File: config.mk
export PLATFORM = sky130hd
export DESIGN_NAME = main_memory
export DESIGN_NICKNAME = d
export VERILOG_FILES = /design/src/rtl/main_memory_pkg.sv /design/src/rtl/main_memory.sv
export SDC_FILE = /design/constraint.sdc
export NUM_CORES = 2
export LEC_CHECK = 0
export ABC_AREA = 1
export CORE_MARGIN = 2
export CORE_UTILIZATION = 60
export CTS_BUF_LIST = sky130_fd_sc_hd__clkbuf_2 sky130_fd_sc_hd__clkbuf_4 sky130_fd_sc_hd__clkbuf_8
export CTS_CLUSTER_SIZE = 40
export DETAILED_ROUTE_END_ITERATION = 12
export PLACE_DENSITY = 0.76
export RECOVER_POWER = 25
export SLEW_MARGIN = 10
export SYNTH_ARGS = -nofsm -noshare
export SYNTH_HDL_FRONTEND = slang
export SYNTH_SLANG_ARGS = --single-unit
File: constraint.sdc
create_clock -name clock -period 185.8 [get_ports clock]
set_input_delay 18.58 -clock clock [delete_from_list [all_inputs] [get_ports clock]]
set_output_delay 18.58 -clock clock [all_outputs]
set_load 0.01 [all_outputs]
File: src/rtl/main_memory_pkg.sv
// Shared constants and sizing helper for the main memory block.
package main_memory_pkg;

  localparam int DEFAULT_ADDR_WIDTH = 8;
  localparam int DEFAULT_DATA_WIDTH = 8;

  // Number of words addressed by an address bus of the given width.
  function automatic int mem_depth(input int addr_width);
    logic [31:0] depth_s;
    depth_s = 32'd1 << addr_width;
    return int'(depth_s);
  endfunction

  localparam int MEM_DEPTH = mem_depth(DEFAULT_ADDR_WIDTH);

endpackage

File: src/rtl/main_memory.sv
// Single-clock RAM: synchronous write port, combinational read port,
// whole array cleared by an asynchronous active-high reset.
module main_memory
  import main_memory_pkg::*;
#(
  parameter int ADDR_WIDTH = DEFAULT_ADDR_WIDTH,
  parameter int DATA_WIDTH = DEFAULT_DATA_WIDTH
) (
  input  logic [ADDR_WIDTH-1:0] read_addr,
  input  logic [ADDR_WIDTH-1:0] write_addr,
  input  logic [DATA_WIDTH-1:0] write_data,
  input  logic                  write,
  input  logic                  clock,
  output logic [DATA_WIDTH-1:0] read_out,
  input  logic                  reset
);

  localparam int DEPTH = mem_depth(ADDR_WIDTH);

  logic [DATA_WIDTH-1:0] mem_r [DEPTH];

  // Storage array: reset clears every word and overrides a same-edge write.
  always_ff @(posedge clock or posedge reset) begin
    if (reset) begin
      for (int i = 0; i < DEPTH; i++) begin
        mem_r[i] <= {DATA_WIDTH{1'b0}};
      end
    end else if (write) begin
      mem_r[write_addr] <= write_data;
    end
  end

  // No write_data bypass: a same-address write shows up only after the edge.
  assign read_out = mem_r[read_addr];

endmodule

== Word level (Yosys, flattened, before mapping) ==
Cells that the tools add are included.

* Flip-flop bits (word level): 2048
* Bits in latches: 0
* Memory bits (writable): 0
* Memory bits (read-only): 0
* Input bits: 27
* Output and inout port bits: 8
* Logic and storage cells: 268
* Memories: 0

* $add $sub $neg: 0
* $mul: 0
* Divide/modulo/power cells: 0
* $lt $le $gt $ge: 3
* Equality and inequality tests: 0
* Shifts and indexed selects: 0
* Multiplexer cells: 6
* Bitwise operators: 2
* Reduce and logical (&&, ||, !) cells: 1

{| class="wikitable"
|+ Operators by type and width
! operator !! count
|-
| $bwmux W2048 || 1
|-
| $bmux W8 S8 || 1
|-
| $demux W8 S8 || 1
|-
| $mux W8 || 3
|-
| $ge A9 B9 Y1 const B || 2
|-
| $not A8 Y9 || 2
|-
| $lt A9 B1 Y1 const B || 1
|-
| $logic_and A1 B1 Y1 || 1
|}

== Longest topological paths before layout ==
* Depth in word-level cells: 6
* Gate-level depth with buffers: 15
* Depth with buffers taken out: 11

== Worst setup path before layout ==
Ideal clock, no wire load.

* Path type: input to output
* Start point: input read_addr[0]
* End point: output read_out[0]
* Arrival: 19993 ps
* Required time: 167220 ps
* Setup slack: 147227 ps
* Cell stages on the path: 14
* Path buffers: 4
* Path through: buf_2 > buf_4 > buf_2 > clkbuf_1 > nand2_1 > nand3_1 > nand3_1 > nand3_1 > nand3_1 > nand3_1 > nand3_1 > nand2_1 > nand2_1 > nand2_1

* Cells in the longest elaborated chain, start to end: 4

{| class="wikitable"
|+ RTL lines
! item !! RTL line !! source
|-
| start: declaration || main_memory.sv:9 || <nowiki>input logic [ADDR_WIDTH-1:0] read_addr,</nowiki>
|-
| $not A8 Y9 (not written as such) || main_memory.sv:34 || <nowiki>assign read_out = mem_r[read_addr];</nowiki>
|-
| $bmux W8 S8 || main_memory.sv:34 ||
|-
| $mux W8 (not written as such) (2 in series) || main_memory.sv:34 ||
|-
| end: declaration || main_memory.sv:14 || <nowiki>output logic [DATA_WIDTH-1:0] read_out,</nowiki>
|}

No other way between the ends. The select of a mux whose other input is x is not followed.

== Worst setup path in the final report ==
* Start point: input read_addr[0]
* End point: output read_out[6]

The elaborated chain is that of the path after synthesis.

==> qor.yml <==
cts_resized: 0
end_kind: "output pin"
crit_path_top_delay_cell: "buf_4"
crit_fanout: 148
yosysUniqueCellTypes: 17
syn_avg_cell_area_sq_um: 7.999
globalRouteTotalUtil_pct: 35.81
final_cell_area_sq_mm: 0.09951
holdBufCountCts: 0
power_mw: 0.9776
multi_input_area_sq_mm: 0.03721
synth_cells: 11570
cts_root_buffer: "clkbuf_8"
largest_reg_flops: 2048
grt_pass1_vias: 78340
dieArea_sq_mm: 0.1574
pin_count: 35
wirelength_mm: 280.1
slew_headroom_pct: -246.0
dp_hpwl_mm: 156.1
cts_sinks: 2048
core.rowCount: 144
port_buffers: 34
vdd_ir_drop_max_mv: 0.009823
die_y_um: 396.7
mostFrequentLayoutCells: "4305 x nand2_1, 2048 x dfrtp_1, 2016 x nand3_1"
firstDrtPassIters: 12
synth_warnings: 0
core_sq_mm: 0.1537
drt_iter0_markers: 11320
cts_buffers: 346
syn2layout_area_growth_pct: 7.538
clkTransAtPathRegs_ns: 0.06
synth_area_sq_mm: 0.09253
crit_chain: "buf_8, inv_8, buf_4, buf_4, nand2_1, nand3_1, nand3_1, nand3_1, nand3_1, nand3_1, nand3_1, nand2_1, nand2_1, nand2_1, clkdlybuf4s50_1"
violations: "design-rule violations, max-capacitance violations, max-slew violations"
cts_tree: "done"
outcome: "complete, but fails checks"
antenna_found_initial: 10
drc: 3
cap_viol_max_count: 16
critical_path.max_stage_delay_ns: 0.93
finalHoldViolations: 0
post_route_cells_drive_above_1_share_pct: 6.375
worstHoldPathType: "reg -> reg"
synth_top_area_share_pct: 55.39
clockBufferDepth: 4
largest-register: "mem_r"
layout_commonest_cell: "nand2_1"
ant_nets: 0
power_density_mw_per_mm2: 9.824
cp.required_ns: 167.22
grt_start_max_net_pins: 195
crit_type: "in -> out"
netlist_top_cells_area: "dfrtp_1 55%, nand2_1 17%, nand3_1 11%"
cp-start-kind: "input port"
maxSlewViolCount: 532
die_w_um: 396.7
finalSetupTns_ns: 0
cellLeakagePower_nw: 44.33
fillCellCount: 13000
wl_per_cell_um: 20.94
final_nets: 11130
seq_area_sq_mm: 0.05125
cts_setup_buffers: 0
worstSkewPairLatency_ns: 0.99
top_regs: "mem_r: 2048 flops"
start_util_pct: 60.21
grt_pass1_wl_mm: 445.4
synth_nets: 11600
fin_crit_ns: 42.63
ys_seq_elements: 2048
fin_crit_sh_pct: 22.94
cts-htree-levels: 5
clock.fmax_mhz: 23.46
crit_top_cell: "nand3_1"
synth_area_leader_cell: "dfrtp_1"
crit_family: "buffers and inverters"
finalClockSkew_ns: 0
crit_buf_inv: 5
worst_pin_slew_ns: 5.189
vias_per_cell: 6.126
placed_area_sq_mm: 0.09268
via_count: 81970
arrival_ns: 24.04
yosysSeqAreaShare_pct: 55.39
overflow: 0
gp_congestion: 0.9183
final-setup-viol-count: 0
grt_setup_unrepaired: "false"
## cells by family after synthesis
| kind of cell | share of synthesized area, % |
|---|---|
| AO/OA/AOI/OAI | 11.08 |
| AND/OR/NAND/NOR | 29.20 |
| flip-flops | 55.39 |
| buffers and inverters | 4.339 |
## worst register-to-register path: stages, from the launching register on
cell and delay, ns:
dfrtp_1 0.39, nand2_1 0.08, o21ai_0 0.14
## metrics by stage
stage / utilization (%) / cells / hold WS, ns / setup WS, ns
6_report: 64.75 / 13380 / 0.4820 / 143.18
5_1_grt: 64.73 / 13370 / 0.4972 / 143.12
4_1_cts: 64.82 / 13370 / 0.4867 / 143.51
3_5_place_dp: 60.30 / 12800 / 0.4726 / 143.53
3_3_place_gp: 60.29 / 12800 / 0.4650 / 143.55
2_1_floorplan: - / 11570 / 0.4529 / 109.37
## synth_stat cells (all sizes together)
cell,n
nor3,19
nand3,2016
o21ai,1968
a21oi,80
clkbuf,705
inv,38
buf,257
nand2,4313
nor2,124
dfrtp,2048
## area by class of cell
class                           count  area share (%)
Sequential cell                  2048           51.50
Multi-Input combinational cell   8520           37.40
Clock buffer                      540           6.796
Tap cell                         2044           2.570
Timing Repair Buffer              151           1.295
Inverter                           38          0.2301
Clock inverter                     29          0.1848
Antenna cell                        9         0.02263
## where the power goes
group          internal (mW)  leakage, nW  total [mW]  switching [mW]
Combinational         0.0230         12.4      0.0870          0.0639
Clock                  0.230         3.71       0.411           0.180
Sequential             0.468         28.2       0.480          0.0119
Total                  0.721         44.3       0.978           0.256
## metal layers
layer,vias up,share of wire (%),routed length [um],track usage [%]
li1,37290,-,-,-
met1,39410,40,112000,49.42
met2,4469,44,124400,53.75
met3,784,11,30320,8.000
met4,12,4.7,13290,17.84
met5,-,0.028,78,0
## final timing paths
path | from | to | slack (ns) | cells after the start
min in group asynchronous | reset | mem_r[1471] | 19.57 | 2
min | mem_r[1126] | mem_r[1126] | 0.48 | 2
min reg2reg | mem_r[1126] | mem_r[1126] | 0.48 | 2
max | read_addr[0] | read_out[6] | 143.18 | 15
max reg2reg | mem_r[1223] | mem_r[1223] | 185.02 | 2
max in group asynchronous | reset | mem_r[450] | 157.65 | 8
Note: power is estimated with default switching activity, not from simulation.
